[src/rtl/pipe_pkg.sv]
// Shared types for the ID/EX pipeline register: packed control bundle and
// the pipeline-control sequencing states.
package pipe_pkg;

    localparam int unsigned CTRL_ALU_OP_W = 4;

    typedef struct packed {
        logic                     reg_write;
        logic                     mem_read;
        logic                     mem_write;
        logic                     in_port_select;
        logic [CTRL_ALU_OP_W-1:0] alu_op;
    } id_ex_ctrl_t;

    typedef enum logic {
        RUN   = 1'b0,
        FLUSH = 1'b1
    } pipe_ctrl_state_e;

    localparam id_ex_ctrl_t BUBBLE_CTRL = '0;

endpackage

[src/rtl/load_use_detector.sv]
// Combinational load-use hazard check: a load in EX whose destination is
// read by the instruction currently in decode.
module load_use_detector #(
    parameter int unsigned REG_ADDR_W = 3
) (
    input  logic                  ex_valid,
    input  logic                  ex_mem_read,
    input  logic                  ex_reg_write,
    input  logic [REG_ADDR_W-1:0] ex_rdest,
    input  logic                  d_valid,
    input  logic [REG_ADDR_W-1:0] d_rsrc,
    input  logic [REG_ADDR_W-1:0] d_rdest,
    input  logic                  d_uses_rsrc,
    input  logic                  d_uses_rdest,
    output logic                  hazard
);

    logic ex_is_load;
    logic src_match;
    logic dst_match;

    always_comb begin
        ex_is_load = ex_valid && ex_mem_read && ex_reg_write;
        src_match  = d_uses_rsrc  && (d_rsrc  == ex_rdest);
        dst_match  = d_uses_rdest && (d_rdest == ex_rdest);
        hazard     = ex_is_load && d_valid && (src_match || dst_match);
    end

endmodule

[src/rtl/id_ex_stage_buffer.sv]
// ID/EX pipeline register with load-use bubble insertion, post-branch squash
// and downstream-stall hold; counts inserted bubbles (saturating).
module id_ex_stage_buffer
    import pipe_pkg::*;
#(
    parameter int unsigned DATA_W       = 16,
    parameter int unsigned REG_ADDR_W   = 3,
    parameter int unsigned ALU_OP_W     = 4,
    parameter int unsigned FLUSH_CYCLES = 2
) (
    input  logic                  clk,
    input  logic                  rst,
    input  logic                  d_valid,
    input  logic [REG_ADDR_W-1:0] d_rsrc,
    input  logic [REG_ADDR_W-1:0] d_rdest,
    input  logic                  d_uses_rsrc,
    input  logic                  d_uses_rdest,
    input  logic [DATA_W-1:0]     d_read_data1,
    input  logic [DATA_W-1:0]     d_read_data2,
    input  logic [DATA_W-1:0]     d_imm,
    input  logic [ALU_OP_W-1:0]   d_alu_op,
    input  logic                  d_reg_write,
    input  logic                  d_mem_read,
    input  logic                  d_mem_write,
    input  logic                  d_in_port_select,
    input  logic [DATA_W-1:0]     d_in_port_value,
    input  logic                  ext_stall,
    input  logic                  branch_taken,
    output logic                  ex_valid,
    output logic [REG_ADDR_W-1:0] ex_rsrc,
    output logic [REG_ADDR_W-1:0] ex_rdest,
    output logic [DATA_W-1:0]     ex_read_data1,
    output logic [DATA_W-1:0]     ex_read_data2,
    output logic [DATA_W-1:0]     ex_imm,
    output logic [ALU_OP_W-1:0]   ex_alu_op,
    output logic                  ex_reg_write,
    output logic                  ex_mem_read,
    output logic                  ex_mem_write,
    output logic                  ex_in_port_select,
    output logic [DATA_W-1:0]     ex_in_port_value,
    output logic                  fd_stall,
    output logic [15:0]           bubble_count
);

    localparam logic [1:0] FLUSH_RELOAD = 2'(FLUSH_CYCLES - 1);

    pipe_ctrl_state_e      state_q, state_d;
    logic [1:0]            flush_cnt_q, flush_cnt_d;
    logic                  valid_q, valid_d;
    id_ex_ctrl_t           ctrl_q, ctrl_d;
    logic [REG_ADDR_W-1:0] rsrc_q, rsrc_d;
    logic [REG_ADDR_W-1:0] rdest_q, rdest_d;
    logic [DATA_W-1:0]     data1_q, data1_d;
    logic [DATA_W-1:0]     data2_q, data2_d;
    logic [DATA_W-1:0]     imm_q, imm_d;
    logic [DATA_W-1:0]     inval_q, inval_d;
    logic [15:0]           bub_cnt_q, bub_cnt_d;

    logic hazard;
    logic load_bubble;
    logic load_normal;

    load_use_detector #(
        .REG_ADDR_W (REG_ADDR_W)
    ) u_load_use_detector (
        .ex_valid     (valid_q),
        .ex_mem_read  (ctrl_q.mem_read),
        .ex_reg_write (ctrl_q.reg_write),
        .ex_rdest     (rdest_q),
        .d_valid      (d_valid),
        .d_rsrc       (d_rsrc),
        .d_rdest      (d_rdest),
        .d_uses_rsrc  (d_uses_rsrc),
        .d_uses_rdest (d_uses_rdest),
        .hazard       (hazard)
    );

    // A taken branch outranks the hazard, so it also suppresses the decode stall.
    assign fd_stall = ext_stall || ((state_q == RUN) && hazard && !branch_taken);

    always_comb begin
        state_d     = state_q;
        flush_cnt_d = flush_cnt_q;
        load_bubble = 1'b0;
        load_normal = 1'b0;

        if (!ext_stall) begin
            case (state_q)
                RUN: begin
                    if (branch_taken) begin
                        load_bubble = 1'b1;
                        flush_cnt_d = FLUSH_RELOAD;
                        state_d     = (FLUSH_CYCLES > 1) ? FLUSH : RUN;
                    end else if (hazard) begin
                        load_bubble = 1'b1;
                    end else begin
                        load_normal = 1'b1;
                    end
                end
                FLUSH: begin
                    // Counter holds bubbles still owed; leave once the last is loaded.
                    load_bubble = 1'b1;
                    if (flush_cnt_q <= 2'd1) begin
                        flush_cnt_d = '0;
                        state_d     = RUN;
                    end else begin
                        flush_cnt_d = flush_cnt_q - 2'd1;
                    end
                end
                default: begin
                    load_bubble = 1'b1;
                    state_d     = RUN;
                    flush_cnt_d = '0;
                end
            endcase
        end
    end

    always_comb begin
        valid_d   = valid_q;
        ctrl_d    = ctrl_q;
        rsrc_d    = rsrc_q;
        rdest_d   = rdest_q;
        data1_d   = data1_q;
        data2_d   = data2_q;
        imm_d     = imm_q;
        inval_d   = inval_q;
        bub_cnt_d = bub_cnt_q;

        if (load_bubble) begin
            valid_d = 1'b0;
            ctrl_d  = BUBBLE_CTRL;
            rsrc_d  = '0;
            rdest_d = '0;
            data1_d = '0;
            data2_d = '0;
            imm_d   = '0;
            inval_d = '0;
            if (bub_cnt_q != 16'hFFFF) begin
                bub_cnt_d = bub_cnt_q + 16'd1;
            end
        end else if (load_normal) begin
            valid_d               = d_valid;
            ctrl_d.reg_write      = d_reg_write;
            ctrl_d.mem_read       = d_mem_read;
            ctrl_d.mem_write      = d_mem_write;
            ctrl_d.in_port_select = d_in_port_select;
            ctrl_d.alu_op         = CTRL_ALU_OP_W'(d_alu_op);
            rsrc_d                = d_rsrc;
            rdest_d               = d_rdest;
            data1_d               = d_read_data1;
            data2_d               = d_read_data2;
            imm_d                 = d_imm;
            inval_d               = d_in_port_value;
        end
    end

    always_ff @(posedge clk or posedge rst) begin
        if (rst) begin
            state_q     <= RUN;
            flush_cnt_q <= '0;
            valid_q     <= 1'b0;
            ctrl_q      <= BUBBLE_CTRL;
            rsrc_q      <= '0;
            rdest_q     <= '0;
            data1_q     <= '0;
            data2_q     <= '0;
            imm_q       <= '0;
            inval_q     <= '0;
            bub_cnt_q   <= '0;
        end else begin
            state_q     <= state_d;
            flush_cnt_q <= flush_cnt_d;
            valid_q     <= valid_d;
            ctrl_q      <= ctrl_d;
            rsrc_q      <= rsrc_d;
            rdest_q     <= rdest_d;
            data1_q     <= data1_d;
            data2_q     <= data2_d;
            imm_q       <= imm_d;
            inval_q     <= inval_d;
            bub_cnt_q   <= bub_cnt_d;
        end
    end

    assign ex_valid          = valid_q;
    assign ex_rsrc           = rsrc_q;
    assign ex_rdest          = rdest_q;
    assign ex_read_data1     = data1_q;
    assign ex_read_data2     = data2_q;
    assign ex_imm            = imm_q;
    assign ex_alu_op         = ALU_OP_W'(ctrl_q.alu_op);
    assign ex_reg_write      = ctrl_q.reg_write;
    assign ex_mem_read       = ctrl_q.mem_read;
    assign ex_mem_write      = ctrl_q.mem_write;
    assign ex_in_port_select = ctrl_q.in_port_select;
    assign ex_in_port_value  = inval_q;
    assign bubble_count      = bub_cnt_q;

endmodule

[config.mk]
export PLATFORM = sky130hd
export DESIGN_NAME = id_ex_stage_buffer
export DESIGN_NICKNAME = d
export VERILOG_FILES = /design/src/rtl/pipe_pkg.sv /design/src/rtl/load_use_detector.sv /design/src/rtl/id_ex_stage_buffer.sv
export SDC_FILE = /design/constraint.sdc
export NUM_CORES = 1
export LEC_CHECK = 0
export CAP_MARGIN = 10
export CORE_MARGIN = 4
export CORE_UTILIZATION = 40
export CTS_BUF_LIST = sky130_fd_sc_hd__clkbuf_8
export CTS_CLUSTER_SIZE = 30
export DETAILED_ROUTE_END_ITERATION = 16
export GPL_TIMING_DRIVEN = 0
export PLACE_DENSITY = 0.78
export SKIP_LAST_GASP = 1
export SLEW_MARGIN = 10
export SYNTH_ARGS = -nofsm -noshare
export SYNTH_HDL_FRONTEND = slang
export SYNTH_SLANG_ARGS = --single-unit
export TNS_END_PERCENT = 20
[constraint.sdc]
create_clock -name clk -period 3.5 [get_ports clk]
set_input_delay 0.875 -clock clk [delete_from_list [all_inputs] [get_ports clk]]
set_output_delay 0.875 -clock clk [all_outputs]
set_load 0.01 [all_outputs]
==> flow_summary.yaml, run 1 <==
routing:
  ant_nets: 0
  via_per_inst: 4.86
  drtIter0Drc: 210
  drc: 0
  wl_per_cell_um: 15.3
  first_pass_iters: 4
  vias: 3783
  wirelength_mm: 11.9
sta:
  maxSlewHeadroom_pct: 61.6
  max_freq_mhz: 326
  finClkSkew_ns: 0.0112
  finalCriticalPeriod_ns: 3.07
  rsz0062_at_grt: "false"
  worstMarginPinSlew_ns: 0.576
  drv_slew: 0
  setup_viol: 0
  finalHoldViolCount: 0
  timing.final.crit_share_pct: 87.7
power:
  p_sw_w: 0.000836
  power_frac_clock_pct: 27.0
  p_total_w: 0.00294
  power.share.sequential_pct: 47.0
  power_leakage_nw: 2.74
  peakVddDrop_uv: 205
  power_density_mw_per_mm2: 452
  intPower_w: 0.00210
  swShare_pct: 28.5
  comb_power_share_pct: 26.0
worst_setup_path:
  worst_ep_required_time_ns: 2.62
  critPathKind: "input port to output port"
  arrival_ns: 2.19
  end_kind: "output port"
  reg2reg_depth: 8
  cp_max_fo: 3
  start_kind: "input port"
global_route:
  grt_max_degree: 66
  grt_pass1_vias: 3818
  grt_use_total_pct: 19.0
  antenna_found_initial: 0
  grt_pass1_wl_mm: 19.2
  globalRouteOverflowTotal: 0
clock_network:
  clk_pin_slew_ns: 0.09
  clkLatencyLatePin_ns: 0.36
  cts_buffers: 9
  clockRootBuffer: "clkbuf_8"
  clock-sinks: 98
  cts_tree: "yes"
  h-tree-depth: 3
  clk_path_buf_depth: 2
  cts-hold-fix-buffers: 0
floorplanning:
  fp-row-count: 37
  fp.dieW_um: 111
  dieArea_mm2: 0.0124
  ios: 181
  core-area_mm2: 0.0104
  die_h_um: 111
  start_util_pct: 41.1
cells_and_area:
  drive_gt1_share_pct: 6.70
  instances_no_fill: 778
  nNetsFinal: 723
  post-route-util_pct: 62.7
  area_growth_pct: 52.3
  antenna_cells: 0
yosys:
  yosysSeqAreaShare_pct: 57.5
  synth_cells: 444
  synth_top_cell_area_share_pct: 57.5
  synth_area_leaders: "dfrtp_1 57%, nand2_1 11%, o21ai_0 8.4%"
  synth_fp_nets: 530
  ys_ff_latch: 98
  syn-cell-area_mm2: 0.00427
  syn_area_per_cell_um2: 9.61
  synth_cell_types: 36
  yosys_warnings: 0
  synth_top_cell_by_area: "dfrtp_1"
placement:
  placed_cells: 760
  dpl.hpwl_mm: 9.02
  port_buffers: 179
  place_congestion: 0.802
status:
  outcome: "finished clean"
worst_hold_path:
  hp-class: "register to register"
  hold_path_depth: 2
run:
  drv_cap: 0
## repair_timing
item                                    4_1_cts  5_1_grt
endpoints found under the setup margin        0        1
gates resized for setup                       0        1
buffers inserted                              0        2
## kinds of logic (layout without fill, tap and decap cells)
family / count (synthesis) / count (layout) / synth area share, %
multiplexers: 2 / 2 / 0.586
flip-flops: 98 / 98 / 57.5
XOR/XNOR: 21 / 21 / 4.31
AND/OR/NAND/NOR: 202 / 202 / 23.3
buffers and inverters: 31 / 229 / 3.26
adder cells (fa/ha/maj): 1 / 1 / 0.293
AO/OA/AOI/OAI: 89 / 89 / 10.8
## cells in the final DEF, fill, tap and decap left out, types with 2 or more instances in the layout
master / n
clkdlybuf4s50_1: 178
buf_2: 3
o21ai_0: 72
clkbuf_1: 16
inv_1: 3
clkbuf_2: 6
nand3_1: 9
xnor2_1: 21
nor2_1: 3
nand4_1: 10
buf_4: 3
clkbuf_8: 13
and3_1: 2
dfrtp_1: 98
o21ai_1: 10
nand2b_1: 43
nand2_1: 122
clkinvlp_4: 2
nand4_2: 2
o21a_1: 2
nor2_2: 2
## final cells by class
cell class,count,area (um2)
fill,886,3870
inverter,4,17.5
tap,136,170
timing repair buffer,182,1840
clock buffer,13,179
sequential,98,2450
clock inverter,3,45.0
buffer,27,124
multi-input combinational,315,1680
## cell usage after synthesis, drive strengths merged
cell type / number
nor2: 5
nand2b: 44
and3: 2
mux2i: 1
a21o: 1
xnor2: 21
mux2: 1
and4: 1
clkbuf: 22
nor3: 2
dfrtp: 98
a21oi: 2
inv: 4
o21ai: 82
nand3: 9
or2: 1
nand4: 12
o21a: 2
buf: 5
a31oi: 1
nor4: 2
o2111ai: 1
nand2: 123
ha: 1
and2: 1
## registers in the layout (all words and copies together) (netlist names)
name               count
ex_in_port_value      16
ex_imm                16
ex_in_port_select      1
ex_alu_op              4
ex_read_data2         16
state_q                1
ex_mem_read            1
ex_reg_write           1
ex_rsrc                3
ex_rdest               3
ex_valid               1
flush_cnt_q            2
ex_mem_write           1
bubble_count          16
ex_read_data1         16
## power by group through the flow
stage,Clock (W),Combinational (W),Sequential (W)
CTS,0.000810,0.000778,0.00138
finish,0.000792,0.000764,0.00138
global placement,0,0.000758,0.00140
detailed placement,0,0.000774,0.00140
global route,0.000854,0.000833,0.00141
floorplan,0,0.000266,0.00145
## final timing paths
| check | startpoint | end | slack [ns] |
|---|---|---|---|
| setup / recovery | d_rdest[1] | fd_stall | 0.43 |
| hold / removal | ex_in_port_value[10]$_DFFE_PP0P_ | ex_in_port_value[10]$_DFFE_PP0P_ | 0.48 |
| setup reg to reg | ex_rdest[1]$_DFFE_PP0P_ | ex_rdest[2]$_DFFE_PP0P_ | 1.68 |
| hold reg to reg | ex_in_port_value[10]$_DFFE_PP0P_ | ex_in_port_value[10]$_DFFE_PP0P_ | 0.48 |
| max in group asynchronous | rst | ex_in_port_value[4]$_DFFE_PP0P_ | 1.97 |
| min in group asynchronous | rst | ex_read_data2[3]$_DFFE_PP0P_ | 0.89 |
## routing by layer
metal | global-route usage, % | vias up | wire (um)
li1 | - | 1837 | -
met1 | 23.5 | 1774 | 4980
met2 | 31.0 | 145 | 5640
met3 | 5.62 | 27 | 929
met4 | 8.03 | 0 | 328
met5 | 0 | - | 0
## metrics by stage
stage          area (um2)  TNS (ns)  hold WS, ns  setup WS (ns)
3_3_place_gp         6230   -132.48        0.464          -1.36
2_1_floorplan        4270         0        0.458         0.0629
6_report             6500         0        0.484          0.430
5_1_grt              6500         0        0.510          0.320
3_5_place_dp         6260         0        0.470         0.0415
4_1_cts              6480         0        0.491         0.0218
## critical path, cell delays in order
cell	delay, ns
clkdlybuf4s50_1	0.50
xnor2_1	0.14
nand4_1	0.16
a21oi_2	0.21
nand2_1	0.07
nand2_1	0.08
dlymetal6s2s_1	0.16
Note: power is estimated with default switching activity, not from simulation.
==> inputs of run 2 (changes only) <==
- REMOVE_ABC_BUFFERS: not set -> 1
==> run 2 against run 1 <==
Effect of this change:
- largest cell class unchanged
- highest routed layer unchanged
- sequential share of layout area increased by 0.34 points
- critical path depth unchanged
- global-route usage decreased by 0.51 points
- register-to-register slack got worse by 0.31 ns
- non-clock buffer count decreased by 22
- clock-buffer cell count decreased by 3
- utilization decreased by 0.57 points
- via count decreased by 3.1%
==> flow_summary.yaml, run 2 (synthesis gave the netlist of run 1 again) <==
worst_hold_path:
  hold_end: "ex_in_port_value[1]$_DFFE_PP0P_"
  hp-class: "register to register"
  min_from: "ex_in_port_value[1]$_DFFE_PP0P_"
  hold_path_depth: 2
floorplanning:
  die_h_um: 111
  fp.dieW_um: 111
  core-area_mm2: 0.0104
  dieArea_mm2: 0.0124
  fp-row-count: 37
  ios: 181
  start_util_pct: 41.1
cells_and_area:
  post-route-util_pct: 62.1
  drive_gt1_share_pct: 6.43
  nNetsFinal: 703
  final_cell_mix: "178 x clkdlybuf4s50_1, 122 x nand2_1, 98 x dfrtp_1"
  final_area_mm2: 0.00644
  antenna_cells: 0
  nFillCells: 857
  area_growth_pct: 51.0
  final_common_cell: "clkdlybuf4s50_1"
  instances_no_fill: 758
placement:
  port_buffers: 180
  place_congestion: 0.807
  placed_cells: 735
  placed_cell_area_mm2: 0.00617
  dpl.hpwl_mm: 7.76
clock_network:
  clk_path_buf_depth: 2
  clk_pin_slew_ns: 0.09
  cts_tree: "yes"
  cts_buffers: 9
  h-tree-depth: 3
  clkLatencyLatePin_ns: 0.36
  clock-sinks: 98
  clockRootBuffer: "clkbuf_8"
power:
  p_total_w: 0.00294
  power_density_mw_per_mm2: 456
  power_leakage_nw: 2.71
  peakVddDrop_uv: 248
routing:
  ant_nets: 0
  vias: 3667
  drtIter0Drc: 132
  via_per_inst: 4.84
  first_pass_iters: 4
  wl_per_cell_um: 15.0
  wirelength_mm: 11.3
  drc: 0
worst_setup_path:
  path_cells: "clkdlybuf4s50_1 > xnor2_1 > nand4_1 > a21oi_2 > nand2_1 > nand2_1 > dlymetal6s2s_1"
  cpPeakStageDelay_ns: 0.53
  reg2reg_depth: 6
  slowest_stage: "clkdlybuf4s50_1"
  r2r_slack_ns: 1.37
  cp_max_fo: 2
  start_kind: "input port"
  reg2reg_to: "ex_read_data2[14]$_DFFE_PP0P_"
  worst_ep_required_time_ns: 2.62
  path_common_cell: "nand2_1"
  r2r-start: "ex_rdest[0]$_DFFE_PP0P_"
  critPathKind: "input port to output port"
  end_kind: "output port"
  arrival_ns: 2.17
global_route:
  globalRouteOverflowTotal: 0
  grt_pass1_vias: 3801
  grt_pass1_wl_mm: 18.8
  antenna_found_initial: 0
  grt_max_degree: 95
  grt_use_total_pct: 18.5
run:
  drv_cap: 0
sta:
  rsz0062_at_grt: "false"
  finalCriticalPeriod_ns: 3.05
  max_freq_mhz: 328
  setup_viol: 0
  timing.final.crit_share_pct: 87.1
  finClkSkew_ns: 0.0104
  maxSlewHeadroom_pct: 44.9
  finalHoldViolCount: 0
  drv_slew: 0
  worstMarginPinSlew_ns: 0.823
status:
  outcome: "finished clean"
run 2: changes by cell type in the layout (fill, tap and decap cells not counted):
cell        change
buf_4           +3
bufinv_16       +1
inv_1           -1
buf_6           -1
buf_2           -3
clkinvlp_2      +2
clkbuf_2        -6
clkbuf_1       -16
clkinvlp_4      -1
clkbuf_8        -3
buf_16          +1
clkinv_2        +4
run 2: how the worst max path moves through the flow:
stage | end | startpoint | cells after the start
3_5_place_dp | fd_stall | ext_stall | 5
3_3_place_gp | fd_stall | ext_stall | 4
5_1_grt | fd_stall | d_rsrc[1] | 7
4_1_cts | fd_stall | d_rsrc[1] | 7
2_1_floorplan | bubble_count[0]$_DFFE_PP0P_ | rst | 1
6_report | fd_stall | d_rsrc[1] | 7
run 2: final cells by class:
cell class                 count  area, um2  share of cell area [%]
sequential                    98       2450                    38.1
timing repair buffer         187       1890                    29.4
multi-input combinational    315       1680                    26.0
tap                          136        170                    2.64
clock buffer                  10        138                    2.14
clock inverter                 6       80.1                    1.24
inverter                       4       21.3                   0.330
timing repair inverter         2       10.0                   0.155
run 2: metal layers:
metal / track usage [%] / up-vias / wire, um
met5: 0 / - / 0
met4: 5.84 / 0 / 111
met3: 6.00 / 10 / 937
met2: 30.6 / 123 / 5510
met1: 23.0 / 1733 / 4790
li1: - / 1801 / -
run 2: worst max-delay path: cells and delay by family:
| family | cells | cell delay [ns] |
|---|---|---|
| compound gates | 1 | 0.19 |
| xor+xnor | 1 | 0.13 |
| buf+inv | 2 | 0.70 |
| simple gates | 3 | 0.28 |
run 2: what timing repair did:
item | CTS | global route
hold buffers | 0 | 0
gates cloned | 2 | 0
setup endpoints to repair | 1 | 1
pin swaps | 1 | 2
setup buffers | 1 | 4
gates resized for setup | 1 | 1
run 2: through the flow:
stage / setup slack [ns] / setup TNS (ns) / hold slack (ns)
global route: 0.343 / 0 / 0.513
global placement: -4.00 / -307.65 / 0.463
floorplan: 0.0629 / 0 / 0.458
CTS: 0.0544 / 0 / 0.490
finish: 0.451 / 0 / 0.483
detailed placement: -0.367 / -0.367 / 0.469
run 2: power breakdown:
group / switching, W / internal (W)
Sequential: 0.000117 / 0.00127
Combinational: 0.000331 / 0.000417
Clock: 0.000389 / 0.000418
Total: 0.000837 / 0.00210
==> inputs of run 3 (changes only) <==
- CORE_UTILIZATION: 40 -> 38
- PLACE_DENSITY: 0.78 -> 0.77
- SLEW_MARGIN: 10 -> 20
- SYNTH_HIERARCHICAL: not set -> 1
==> run 3 against run 2 <==
Effect of this change:
- sequential share of layout area is 2.6 points higher
- via count decreased by 17%
- sequential power is essentially flat
- sequential cell count unchanged
==> flow_summary.yaml, run 3 <==
floorplanning:
  core-area_mm2: 0.00982
  fp-row-count: 36
  die_h_um: 108
  fp.dieW_um: 108
  dieArea_mm2: 0.0118
  ios: 181
  start_util_pct: 39.0
clock_network:
  clkLatencyLatePin_ns: 0.36
  clock-sinks: 98
  h-tree-depth: 3
  clk_pin_slew_ns: 0.09
  cts_tree: "yes"
  clockRootBuffer: "clkbuf_8"
  cts_buffers: 9
  cts-hold-fix-buffers: 0
  clk_path_buf_depth: 2
worst_setup_path:
  reg2reg_to: "ex_in_port_value[1]$_DFFE_PP0P_"
  arrival_ns: 3.35
  cp_max_fo: 16
  reg2reg_depth: 9
  r2r_slack_ns: 0.97
  start_kind: "input port"
  worst_ep_required_time_ns: 3.80
  r2r-start: "ex_rdest[1]$_DFFE_PP0P_"
  critPathKind: "input port to register"
  end_kind: "register"
global_route:
  antenna_found_initial: 0
  grt_max_degree: 75
  grt_use_total_pct: 18.5
  grt_pass1_vias: 3221
  globalRouteOverflowTotal: 0
  grt_pass1_wl_mm: 16.8
sta:
  finalWorstSetupSlack_ns: 0.453
  drv_slew: 0
  worstMarginPinSlew_ns: 0.703
  setup_viol: 0
  max_freq_mhz: 328
  timing.final.crit_share_pct: 87.1
  finClkSkew_ns: 0.0115
  rsz0062_at_grt: "false"
  finalCriticalPeriod_ns: 3.05
  maxSlewHeadroom_pct: 52.8
  finalHoldViolCount: 0
placement:
  place_congestion: 0.792
  dpl.hpwl_mm: 7.70
  port_buffers: 180
  placed_cell_area_mm2: 0.00581
  place_ws_ns: -0.115
yosys:
  synth_top_cell_by_area: "dfrtp_1"
  syn-cell-area_mm2: 0.00383
  synth_most_common_cell: "dfrtp_1"
  syn_area_per_cell_um2: 13.8
  yosys-top-cells-count: "98 x dfrtp_1, 79 x a22o_1, 18 x xnor2_1, 13 x clkbuf_1"
  ys_dominant_reg_cell: "dfrtp_1"
  synth_top_cell_area_share_pct: 64.0
  yosysSeqAreaShare_pct: 64.0
  yosys_warnings: 6
  synth_area_leaders: "dfrtp_1 64%, a22o_1 18%, xnor2_1 4.1%"
  synth_edf_count: 0
  ys_ff_latch: 98
  synth_cell_types: 38
  synth_cells: 278
  synthArstFlopShare_pct: 100
worst_hold_path:
  min_from: "ex_in_port_value[2]$_DFFE_PP0P_"
  hold_path_depth: 1
  hold_end: "ex_in_port_value[2]$_DFFE_PP0P_"
  hp-class: "register to register"
cells_and_area:
  antenna_cells: 0
  final_common_cell: "clkdlybuf4s50_1"
  area_growth_pct: 57.4
  final_cell_mix: "178 x clkdlybuf4s50_1, 98 x dfrtp_1, 79 x a22o_1"
  nNetsFinal: 543
  drive_gt1_share_pct: 7.36
  post-route-util_pct: 61.4
  final_area_mm2: 0.00603
routing:
  first_pass_iters: 4
  wirelength_mm: 10.5
  drc: 0
  via_per_inst: 5.10
  ant_nets: 0
  wl_per_cell_um: 17.6
  drtIter0Drc: 94
  vias: 3036
status:
  outcome: "finished clean"
power:
  p_total_w: 0.00291
  peakVddDrop_uv: 221
  power_density_mw_per_mm2: 482
  power_leakage_nw: 2.60
run:
  drv_cap: 0
==> run 3: cell type report <==
| class | instances | area, um2 |
|---|---|---|
| sequential | 98 | 2450 |
| timing repair buffer | 188 | 1910 |
| inverter | 7 | 31.3 |
| fill | 852 | 3790 |
| clock buffer | 13 | 179 |
| clock inverter | 3 | 21.3 |
| multi-input combinational | 153 | 1270 |
| tap | 133 | 166 |
==> run 3: cells by family (layout without fill, tap and decap cells) <==
logic type / count (synthesis) / in the layout / share of synthesized area [%]
AO/OA/AOI/OAI: 92 / 92 / 20.3
multiplexers: 2 / 2 / 0.555
AND/OR/NAND/NOR: 37 / 37 / 6.89
adder cells (fa/ha/maj): 1 / 1 / 0.326
buffers and inverters: 27 / 211 / 3.20
flip-flops: 98 / 98 / 64.0
XOR/XNOR: 21 / 21 / 4.80
==> run 3: timing repair <==
action,4_1_cts,5_1_grt
gates resized for setup,1,2
pin swaps,1,2
endpoints found under the setup margin,1,1
setup buffers,0,1
==> run 3: through the flow <==
stage	hold WS, ns	std cells	TNS [ns]
2_1_floorplan	0.482	258	-2.14
3_3_place_gp	0.487	571	-427.87
3_5_place_dp	0.490	578	-0.115
4_1_cts	0.516	594	0
5_1_grt	0.529	595	0
6_report	0.512	595	0
==> run 3: report_power, final <==
group	total [W]	switching [W]	internal [W]
clock network	0.000723	0.000386	0.000337
registers	0.00141	0.000130	0.00128
logic	0.000775	0.000302	0.000473
==> run 3: how the worst max path moves through the flow <==
stage	startpoint	to	slack, ns	depth (start not counted)
global placement	ext_stall	ex_in_port_value[13]$_DFFE_PP0P_	-3.49	3
global route	d_rdest[2]	ex_imm[2]$_DFFE_PP0P_	0.35	10
CTS	d_rdest[2]	fd_stall	0.002	7
finish	d_rdest[2]	ex_in_port_value[1]$_DFFE_PP0P_	0.45	10
floorplan	d_rdest[1]	ex_alu_op[0]$_DFFE_PP0P_	-0.03	5
detailed placement	d_rdest[2]	fd_stall	-0.11	7
==> run 3: layer usage <==
layer / track usage [%] / wire [um] / up-vias
met1: 22.7 / 4230 / 1507
met2: 29.8 / 5220 / 107
met3: 6.15 / 815 / 15
met5: 0 / 0 / -
li1: - / - / 1407
met4: 7.66 / 201 / 0
==> run 3: worst max-delay path: stages <==
cell and delay, ns:
clkdlybuf4s50_1 0.45, xnor2_1 0.15, nand4_1 0.13, a21oi_4 0.08
buf_4 0.15, nor4_4 0.64, buf_8 0.24, buf_4 0.23
buf_4 0.24, a22o_1 0.16
